--- config.mk ---
export PLATFORM = sky130hd
export DESIGN_NAME = config_frame_loader
export DESIGN_NICKNAME = d
export VERILOG_FILES = /design/src/rtl/config_frame_loader_pkg.sv /design/src/rtl/config_frame_shiftreg.sv /design/src/rtl/config_frame_loader.sv
export SDC_FILE = /design/constraint.sdc
export NUM_CORES = 1
export LEC_CHECK = 0
export ABC_AREA = 1
export CAP_MARGIN = 20
export CORE_MARGIN = 8
export CORE_UTILIZATION = 42
export DETAILED_ROUTE_END_ITERATION = 6
export PLACE_DENSITY_LB_ADDON = 0.08
export SKIP_LAST_GASP = 1
export SYNTH_ARGS = -nofsm -noshare
export SYNTH_HDL_FRONTEND = slang
export SYNTH_SLANG_ARGS = --single-unit
export TNS_END_PERCENT = 10
--- constraint.sdc ---
create_clock -name CLK -period 4.6 [get_ports CLK]
set_clock_uncertainty 0.1 [all_clocks]
set_input_delay 0.69 -clock CLK [delete_from_list [all_inputs] [get_ports CLK]]
set_output_delay 0.69 -clock CLK [all_outputs]
set_load 0.02 [all_outputs]
--- src/rtl/config_frame_loader_pkg.sv ---
`default_nettype none
// ============================================================================
// Module      : config_frame_loader_pkg
// Description : Shared definitions for the configuration frame loader:
//               FSM state encoding, sync/desync bitstream words, address
//               field positions and frame-select geometry defaults.
// Options     : CONFIG_CRC_EN (state ST_CHECK is only reachable when defined)
// Revision    : 1.0 - initial release
// ============================================================================
package config_frame_loader_pkg;

    typedef enum logic [2:0] {
        ST_IDLE   = 3'd0,
        ST_ADDR   = 3'd1,
        ST_DATA   = 3'd2,
        ST_STROBE = 3'd3,
        ST_CHECK  = 3'd4
    } state_t;

    localparam logic [31:0] SYNC_WORD   = 32'hFAB0_FAB1;
    localparam logic [31:0] DESYNC_WORD = 32'hFAB0_FAB0;

    // Address word layout: column in the top five bits, frame in the bottom five.
    localparam int COL_MSB   = 31;
    localparam int COL_LSB   = 27;
    localparam int FRAME_MSB = 4;
    localparam int FRAME_LSB = 0;
    localparam int COL_W     = COL_MSB - COL_LSB + 1;
    localparam int FRAME_W   = FRAME_MSB - FRAME_LSB + 1;

    localparam int MAX_FRAMES_PER_COL_DEF = 20;
    localparam int FRAME_SELECT_WIDTH_DEF = 5;

    // An address is usable only when both fields index existing hardware.
    function automatic logic addr_is_legal(
        input logic [COL_W-1:0]   col,
        input logic [FRAME_W-1:0] frame,
        input int                 num_cols,
        input int                 max_frames
    );
        return (int'(col) < num_cols) && (int'(frame) < max_frames);
    endfunction

endpackage
`default_nettype wire

--- src/rtl/config_frame_shiftreg.sv ---
`default_nettype none
// ============================================================================
// Module      : config_frame_shiftreg
// Description : Frame assembly buffer. Words shift in from the LSB end so the
//               first word of a frame ends up in the top 32-bit slot. Tracks
//               the word position and flags the last word of the frame.
// Ports       : clk, rst_n        - clock, asynchronous active-low reset
//               clr_cnt_i         - restart word counter (new address)
//               shift_i           - accept word_i into the buffer
//               word_i            - incoming data word
//               frame_data_o      - assembled frame (NumberOfRows x 32)
//               last_word_o       - current word position is the final one
// Revision    : 1.0 - initial release
// ============================================================================
module config_frame_shiftreg #(
    parameter int NumberOfRows = 16
) (
    input  logic                         clk,
    input  logic                         rst_n,
    input  logic                         clr_cnt_i,
    input  logic                         shift_i,
    input  logic [31:0]                  word_i,
    output logic [32*NumberOfRows-1:0]   frame_data_o,
    output logic                         last_word_o
);

    localparam int CNT_W = (NumberOfRows > 1) ? $clog2(NumberOfRows) : 1;

    logic [CNT_W-1:0]          cnt_q;
    logic [32*NumberOfRows-1:0] data_q;

    always_ff @(posedge clk or negedge rst_n) begin
        if (!rst_n) begin
            cnt_q <= '0;
        end else if (clr_cnt_i) begin
            cnt_q <= '0;
        end else if (shift_i) begin
            cnt_q <= cnt_q + CNT_W'(1);
        end
    end

    generate
        if (NumberOfRows == 1) begin : g_single
            always_ff @(posedge clk or negedge rst_n) begin
                if (!rst_n) begin
                    data_q <= '0;
                end else if (shift_i) begin
                    data_q <= word_i;
                end
            end
        end else begin : g_multi
            always_ff @(posedge clk or negedge rst_n) begin
                if (!rst_n) begin
                    data_q <= '0;
                end else if (shift_i) begin
                    data_q <= {data_q[32*NumberOfRows-33:0], word_i};
                end
            end
        end
    endgenerate

    assign frame_data_o = data_q;
    assign last_word_o  = (cnt_q == CNT_W'(NumberOfRows - 1));

endmodule
`default_nettype wire

--- src/rtl/config_frame_loader.sv ---
`default_nettype none
// ============================================================================
// Module      : config_frame_loader
// Description : Bitstream front end for the per-column frame-select stage.
//               Waits for the sync word, decodes frame-address words,
//               collects one frame of data and issues a single-cycle
//               column/frame strobe. Desync returns to idle.
// Ports       : CLK, resetn        - clock, asynchronous active-low reset
//               word_data/valid/ready - bitstream word handshake
//               FrameData          - assembled frame, word 0 in the top slot
//               FrameSelect        - target column (held after the strobe)
//               FrameStrobe        - one-cycle write strobe
//               FrameStrobe_I      - one-hot frame index during the strobe
//               config_active      - between sync and desync
//               cfg_error          - sticky error flag
//               frames_written     - saturating strobe counter
// Options     : CONFIG_CRC_EN - adds a check word after each frame holding
//               the XOR of the address word and all data words.
// Revision    : 1.0 - initial release
// ============================================================================
module config_frame_loader
    import config_frame_loader_pkg::*;
#(
    parameter int MaxFramesPerCol  = MAX_FRAMES_PER_COL_DEF,
    parameter int FrameSelectWidth = FRAME_SELECT_WIDTH_DEF,
    parameter int NumColumns       = 11,
    parameter int NumberOfRows     = 16
) (
    input  logic                         CLK,
    input  logic                         resetn,
    input  logic [31:0]                  word_data,
    input  logic                         word_valid,
    output logic                         word_ready,
    output logic [32*NumberOfRows-1:0]   FrameData,
    output logic [FrameSelectWidth-1:0]  FrameSelect,
    output logic                         FrameStrobe,
    output logic [MaxFramesPerCol-1:0]   FrameStrobe_I,
    output logic                         config_active,
    output logic                         cfg_error,
    output logic [15:0]                  frames_written
);

    state_t                      state_q, state_d;
    logic [COL_W-1:0]            col_q, col_d;
    logic [FRAME_W-1:0]          frame_q, frame_d;
    logic                        bad_q, bad_d;
    logic                        err_q, err_d;
    logic [FrameSelectWidth-1:0] sel_q, sel_d;
    logic [15:0]                 nwr_q, nwr_d;
`ifdef CONFIG_CRC_EN
    logic [31:0]                 crc_q, crc_d;
`endif

    logic               accept;
    logic               shift;
    logic               clr_cnt;
    logic               last_word;
    logic [COL_W-1:0]   w_col;
    logic [FRAME_W-1:0] w_frame;
    logic               w_legal;

    assign accept  = word_valid && word_ready;
    assign w_col   = word_data[COL_MSB:COL_LSB];
    assign w_frame = word_data[FRAME_MSB:FRAME_LSB];
    assign w_legal = addr_is_legal(w_col, w_frame, NumColumns, MaxFramesPerCol);

    config_frame_shiftreg #(
        .NumberOfRows (NumberOfRows)
    ) u_shiftreg (
        .clk          (CLK),
        .rst_n        (resetn),
        .clr_cnt_i    (clr_cnt),
        .shift_i      (shift),
        .word_i       (word_data),
        .frame_data_o (FrameData),
        .last_word_o  (last_word)
    );

    always_ff @(posedge CLK or negedge resetn) begin
        if (!resetn) begin
            state_q <= ST_IDLE;
            col_q   <= '0;
            frame_q <= '0;
            bad_q   <= 1'b0;
            err_q   <= 1'b0;
            sel_q   <= '0;
            nwr_q   <= '0;
`ifdef CONFIG_CRC_EN
            crc_q   <= '0;
`endif
        end else begin
            state_q <= state_d;
            col_q   <= col_d;
            frame_q <= frame_d;
            bad_q   <= bad_d;
            err_q   <= err_d;
            sel_q   <= sel_d;
            nwr_q   <= nwr_d;
`ifdef CONFIG_CRC_EN
            crc_q   <= crc_d;
`endif
        end
    end

    always_comb begin
        state_d = state_q;
        col_d   = col_q;
        frame_d = frame_q;
        bad_d   = bad_q;
        err_d   = err_q;
        sel_d   = sel_q;
        nwr_d   = nwr_q;
        shift   = 1'b0;
        clr_cnt = 1'b0;
`ifdef CONFIG_CRC_EN
        crc_d   = crc_q;
`endif

        case (state_q)
            ST_IDLE: begin
                if (accept && (word_data == SYNC_WORD)) begin
                    state_d = ST_ADDR;
                end
            end

            ST_ADDR: begin
                if (accept) begin
                    if (word_data == DESYNC_WORD) begin
                        state_d = ST_IDLE;
                    end else if (word_data != SYNC_WORD) begin
                        col_d   = w_col;
                        frame_d = w_frame;
                        bad_d   = !w_legal;
                        if (!w_legal) begin
                            err_d = 1'b1;
                        end
                        clr_cnt = 1'b1;
`ifdef CONFIG_CRC_EN
                        crc_d   = word_data;
`endif
                        state_d = ST_DATA;
                    end
                end
            end

            ST_DATA: begin
                // Sync/desync values are plain payload here.
                if (accept) begin
                    shift = 1'b1;
`ifdef CONFIG_CRC_EN
                    crc_d = crc_q ^ word_data;
                    if (last_word) begin
                        state_d = ST_CHECK;
                    end
`else
                    if (last_word) begin
                        if (bad_q) begin
                            state_d = ST_ADDR;
                        end else begin
                            state_d = ST_STROBE;
                            sel_d   = FrameSelectWidth'(col_q);
                        end
                    end
`endif
                end
            end

`ifdef CONFIG_CRC_EN
            ST_CHECK: begin
                // The check word is consumed even for a bad address so the
                // stream stays aligned to the next address word.
                if (accept) begin
                    if ((word_data == crc_q) && !bad_q) begin
                        state_d = ST_STROBE;
                        sel_d   = FrameSelectWidth'(col_q);
                    end else begin
                        if (word_data != crc_q) begin
                            err_d = 1'b1;
                        end
                        state_d = ST_ADDR;
                    end
                end
            end
`endif

            ST_STROBE: begin
                if (nwr_q != 16'hFFFF) begin
                    nwr_d = nwr_q + 16'd1;
                end
                state_d = ST_ADDR;
            end

            default: begin
                state_d = ST_IDLE;
            end
        endcase
    end

    assign word_ready     = (state_q != ST_STROBE);
    assign FrameStrobe    = (state_q == ST_STROBE);
    assign FrameStrobe_I  = FrameStrobe ? (MaxFramesPerCol'(1) << frame_q) : '0;
    assign FrameSelect    = sel_q;
    assign config_active  = (state_q != ST_IDLE);
    assign cfg_error      = err_q;
    assign frames_written = nwr_q;

endmodule
`default_nettype wire

After elaboration in Yosys (flattened, before gate mapping)
Cells that the tools add are included.
{"block": "classes", "n_addsub": 2, "n_lt_le_gt_ge": 2, "eq_ne": 14, "shift": 1, "mux": 17, "n_bitwise": 3, "n_reduce_logical": 12}
{"op": "32-bit == test (second input constant)", "count": 2}
{"op": "32-bit != test (second input constant)", "count": 1}
{"op": "20-bit 2-to-1 mux", "count": 1}
{"op": "1-bit by 5-bit << shifter with 20-bit output (first input constant)", "count": 1}
{"op": "3-bit 2-to-1 mux", "count": 6}
{"op": "16-bit by 1-bit adder with 16-bit output (second input constant)", "count": 1}
{"op": "16-bit != test (second input constant)", "count": 1}
{"op": "3-bit one-hot mux with 4 select lines", "count": 1}
{"op": "5-bit AND reduction", "count": 2}
{"op": "4-bit 2-to-1 mux", "count": 2}
{"op": "2-bit != test (second input constant)", "count": 4}
{"op": "4-bit AND reduction", "count": 2}
{"op": "3-bit by 2-bit == test with 1-bit output (second input constant)", "count": 2}
{"op": "1-bit 2-to-1 mux", "count": 6}
{"op": "5-bit by 4-bit less-than comparator with 1-bit output (second input constant)", "count": 1}
{"op": "5-bit less-than comparator (second input constant)", "count": 1}
{"op": "4-bit by 1-bit adder with 4-bit output (second input constant)", "count": 1}
{"op": "4-bit == test (second input constant)", "count": 1}
{"op": "3-bit by 1-bit == test with 1-bit output (second input constant)", "count": 1}
{"op": "1-bit logical AND", "count": 3}
{"op": "3-bit logical NOT", "count": 1}
{"op": "3-bit by 2-bit != test with 1-bit output (second input constant)", "count": 1}
{"op": "3-bit != test (second input constant)", "count": 1}
{"op": "1-bit inverter", "count": 3}
{"op": "other kinds (5)", "count": 5}
{"block": "totals", "ff_bits": 552, "inputBits": 35, "output_inout_bits": 557, "word_cells": 60}

Logic depth before layout (Yosys ltp)
{"block": "depth", "depth_word": 6, "ltp_mapped": 11, "mapped_depth_nobuf": 10}

Cells and area by module
From an unflattened synthesis, not the netlist that was laid out.
{"block": "unflattened", "hier_cells": 2240, "hier_area_um2": 21109.0}
{"mod": "config_frame_shiftreg", "instances": 1, "cells_per_inst": 1938, "area_each_um2": 18968.2, "seq_area_each_um2": 12912.4}
{"mod": "config_frame_loader", "instances": 1, "cells_per_inst": 302, "area_each_um2": 2140.8, "seq_area_each_um2": 875.8}

Worst setup path before layout
No wires, ideal clock.
{"block": "synth_path", "path_kind": "reg2out", "start": "reg state_q[0]", "end": "out FrameStrobe_I[16]", "arrival_ns": 1.524, "required_ns": 3.810, "setup_slack_ns": 2.286, "stages_incl_launch_ff": 5, "n_path_buf": 0, "cell_sequence": "dfrtp_1 -> nand2_1 -> inv_1 -> nand2_1 -> nor3_1"}
{"block": "synth_between", "elab_chain_cells": 2}
{"element": "start, declared", "line_no": "config_frame_loader.sv:43", "text": "state_t state_q, state_d;"}
{"element": "start signal, assigned", "line_no": "config_frame_loader.sv:92", "text": "state_q <= state_d;"}
{"element": "3-bit by 2-bit == test with 1-bit output", "line_no": "config_frame_loader.sv:200", "text": "assign FrameStrobe = (state_q == ST_STROBE);"}
{"element": "via FrameStrobe", "line_no": "config_frame_loader.sv:36", "text": "output logic FrameStrobe,"}
{"element": "20-bit 2-to-1 mux", "line_no": "config_frame_loader.sv:201", "text": "assign FrameStrobe_I = FrameStrobe ? (MaxFramesPerCol'(1) << frame_q) : '0;"}
{"element": "end, declared", "line_no": "config_frame_loader.sv:37", "text": "output logic [MaxFramesPerCol-1:0] FrameStrobe_I,"}
The timed path passes the listed nets, and every way through them passes these cells.

Worst setup path after layout
{"block": "layout_path", "start": "reg state_q[0]", "end": "out FrameStrobe_I[9]"}
{"block": "layout_between", "elab_chain_cells": 2}
{"element": "3-bit by 2-bit == test with 1-bit output", "line_no": "config_frame_loader.sv:200"}
{"element": "20-bit 2-to-1 mux", "line_no": "config_frame_loader.sv:201"}
No other way between the ends.

==> flow_summary.ini <==
[yosys]
syn_area_per_cell_sq_um = 9.393
syn_inst = 2233
synthTopCellsByCount = 667 x nand2_1, 551 x dfrtp_1, 304 x o21ai_0, 286 x inv_1, 200 x o21ai_1
synth-edff-count = 0
synth-xor-area-share = 0.006263
muxShareOfSynthArea = 0
ys_seq_area_frac = 0.6574
syn_area_sq_um = 20980
yosysMostFrequentCell = nand2_1
synth_top_area_share = 0.6574
synth.net_count = 2270
synth_compound_area_frac = 0.1212
synth_top_family_by_area = simple AND/OR/NAND/NOR gates
yosys.area.top_type = dfrtp_1
synth-seq-cells = 551
yosysUniqueCellTypes = 21
synth.area.top_cells = dfrtp_1 66%, nand2_1 12%, o21ai_0 7.3%, inv_1 5.1%, o21ai_1 4.8%
synth_flop_cell = dfrtp_1
yosys.area_share.simple = 0.1385
yosys.area_share.adder = 0.001193
ys_async_sr_fraction = 1.000
ys_warn_count = 0

[routing]
avgViaCountPerCell = 4.797
drt_iter0_drc = 1420
route.detailed.drc = 0
first_pass_iters = 5
vias = 16817
postRouteAntennaNets = 0
postRouteWirelength_mm = 69.23
wire_per_inst_um = 19.74

[placement]
dp_hpwl_mm = 51.25
pre_cts_ws_ns = 1.274
port_buffers = 591
gp_congestion = 0.9260

[timing]
setup_violations = 0
rsz0062_at_grt = false
tns_ns = 0
relSlewSlack = 0.3093
hold_violations = 0
fin_ws_ns = 1.329
fmax_mhz = 305.7
finalCritPeriodShare = 0.7110
slew_viol_final = 0
tightest_slew_ns = 1.036
min_period_ns = 3.271

[clocking]
path_clk_slew_ns = 0.06
ctsHoldBuffers = 0
clk_latency_ns = 0.60
ctsResizeCount = 0
clk_path_buf_depth = 3
clock-sinks = 551
cts_setup_buffers = 0
cts_tree = built
htreeDepth = 2
cts_root_buffer = clkbuf_16
cts_inserted_buffers = 58

[grt]
antenna_found_initial = 1
grtUsageTotal = 0.2356
grt_max_degree = 256
gr-total-overflow = 0
grt_pass1_vias = 16974
grt_pass1_wl_mm = 103.8

[floorplan]
start_util = 0.4215
die_area_sq_um = 57350
die_w_um = 239.5
pin_count = 592
core_sq_um = 49760
dieHeight_um = 239.5
fp-row-count = 82

[run_status]
outcome = completed

[final_layout]
nets = 2824
post-route-util = 0.5905
multi_input_area_sq_um = 5602
layout.area.seq_sq_um = 13790
area_growth_pct = 40.08
drive_above_1_share = 0.03990
filler_cell_count = 4392

[setup_path]
cp.required_ns = 3.81
cp_max_fo = 8
cp-end-kind = output port
crit_type = register to output port
arrival_ns = 2.48
cp-start-kind = register
rrSetupSlack_ns = 2.13

[job]
cap_viol_max_count = 0

[pwr]
p_leak_nw = 13.04
ir_drop_v = 0.0004442
power.density_nw_per_um2 = 798.9

[worst_hold_path]
min_path_type = primary input to async pin
[placed cells by master, fill, tap and decap left out]
cell type        Yosys  layout
clkbuf_16            0      59
a32oi_1              1       1
nand3b_1             2       2
nor3_4               1       1
clkbuf_1            63      16
clkinv_4             0       1
xnor2_1              1       1
inv_2                2       1
buf_8                0       1
nand2_1            667     667
nor3_1              18      18
ha_1                 2       2
buf_12               0       9
a21oi_1              2       2
diode_2              0       2
o21ai_1            200     200
nand4_1              4       4
dfrtp_1            551     551
inv_8                0       2
and2_1               1       1
nand3_1             18      18
clkinv_2             0       9
nor2_1              42      42
buf_4                0      11
o21ai_0            304     304
inv_1              286     286
clkdlybuf4s50_1      0     590
clkbuf_8             0      17
bufinv_16            0       1
inv_6                0       1
xor2_1              14      14
[report_power, final]
group	leakage (nW)	internal, mW	switching (mW)
Combinational	4.87	4.39	5.76
Clock	0.932	2.68	1.90
Sequential	7.24	7.00	1.75
[cell families after synthesis]
group | after synthesis
AOI/OAI and AO/OA | 507
xor gates and xnor gates | 15
adders and majority gates | 2
buffers and inverters | 405
DFF | 551
and+or+nand+nor | 753
[worst max-delay path: stages, from the launching register on]
cell and delay, ns:
dfrtp_1 0.46, nand2_1 0.15, inv_1 0.16, nand3_1 0.27, nor2_1 0.21, clkdlybuf4s50_1 0.62
[path summary, 6_finish.rpt]
check | end | cells past startpoint | from
setup / recovery | FrameStrobe_I[9] | 5 | state_q[0]
hold / removal | u_shiftreg.frame_data_o[333] | 1 | resetn
setup reg to reg | FrameSelect[3] | 4 | state_q[0]
hold reg to reg | u_shiftreg.frame_data_o[489] | 2 | u_shiftreg.frame_data_o[489]
max in group asynchronous | u_shiftreg.frame_data_o[470] | 2 | resetn
min in group CLK | u_shiftreg.frame_data_o[489] | 2 | u_shiftreg.frame_data_o[489]
[final cells by class]
cell class,instances,share of cell area
Inverter,288,0.03705
Clock inverter,13,0.003534
Clock buffer,92,0.06026
Tap cell,672,0.02862
Antenna cell,2,0.0001703
Multi-Input combinational cell,1277,0.1906
Timing Repair Buffer,611,0.2105
Sequential cell,551,0.4693
[metal layers]
layer  vias up  track usage  wire length [um]  part of all wire
li1       8110            -                 -                 -
met1      8102       0.2884             27710              0.40
met2       505       0.3892             33210              0.48
met3       100      0.07949              6133             0.089
met4         0      0.07842              2174             0.031
met5         -            0                 0                 0
[state kept, by name (all words and copies together) (netlist names)]
signal / count
u_shiftreg.cnt_q: 4
FrameSelect: 5
state_q: 2
cfg_error: 1
frames_written: 16
bad_q: 1
frame_q: 5
col_q: 5
u_shiftreg.frame_data_o: 512
[per-stage QoR]
stage	cells	hold WS (ns)	instance area [sq um]	power, mW
after floorplan	2233	0.2944	20980	12.89
after global placement	3399	0.3528	27500	18.93
after detailed placement	3399	0.3570	27500	19.08
after CTS	3504	0.08356	29380	23.76
after global routing	3505	0.1209	29380	24.75
final	3506	0.04512	29380	23.47
No activity file was read; power rests on OpenSTA's default activity.
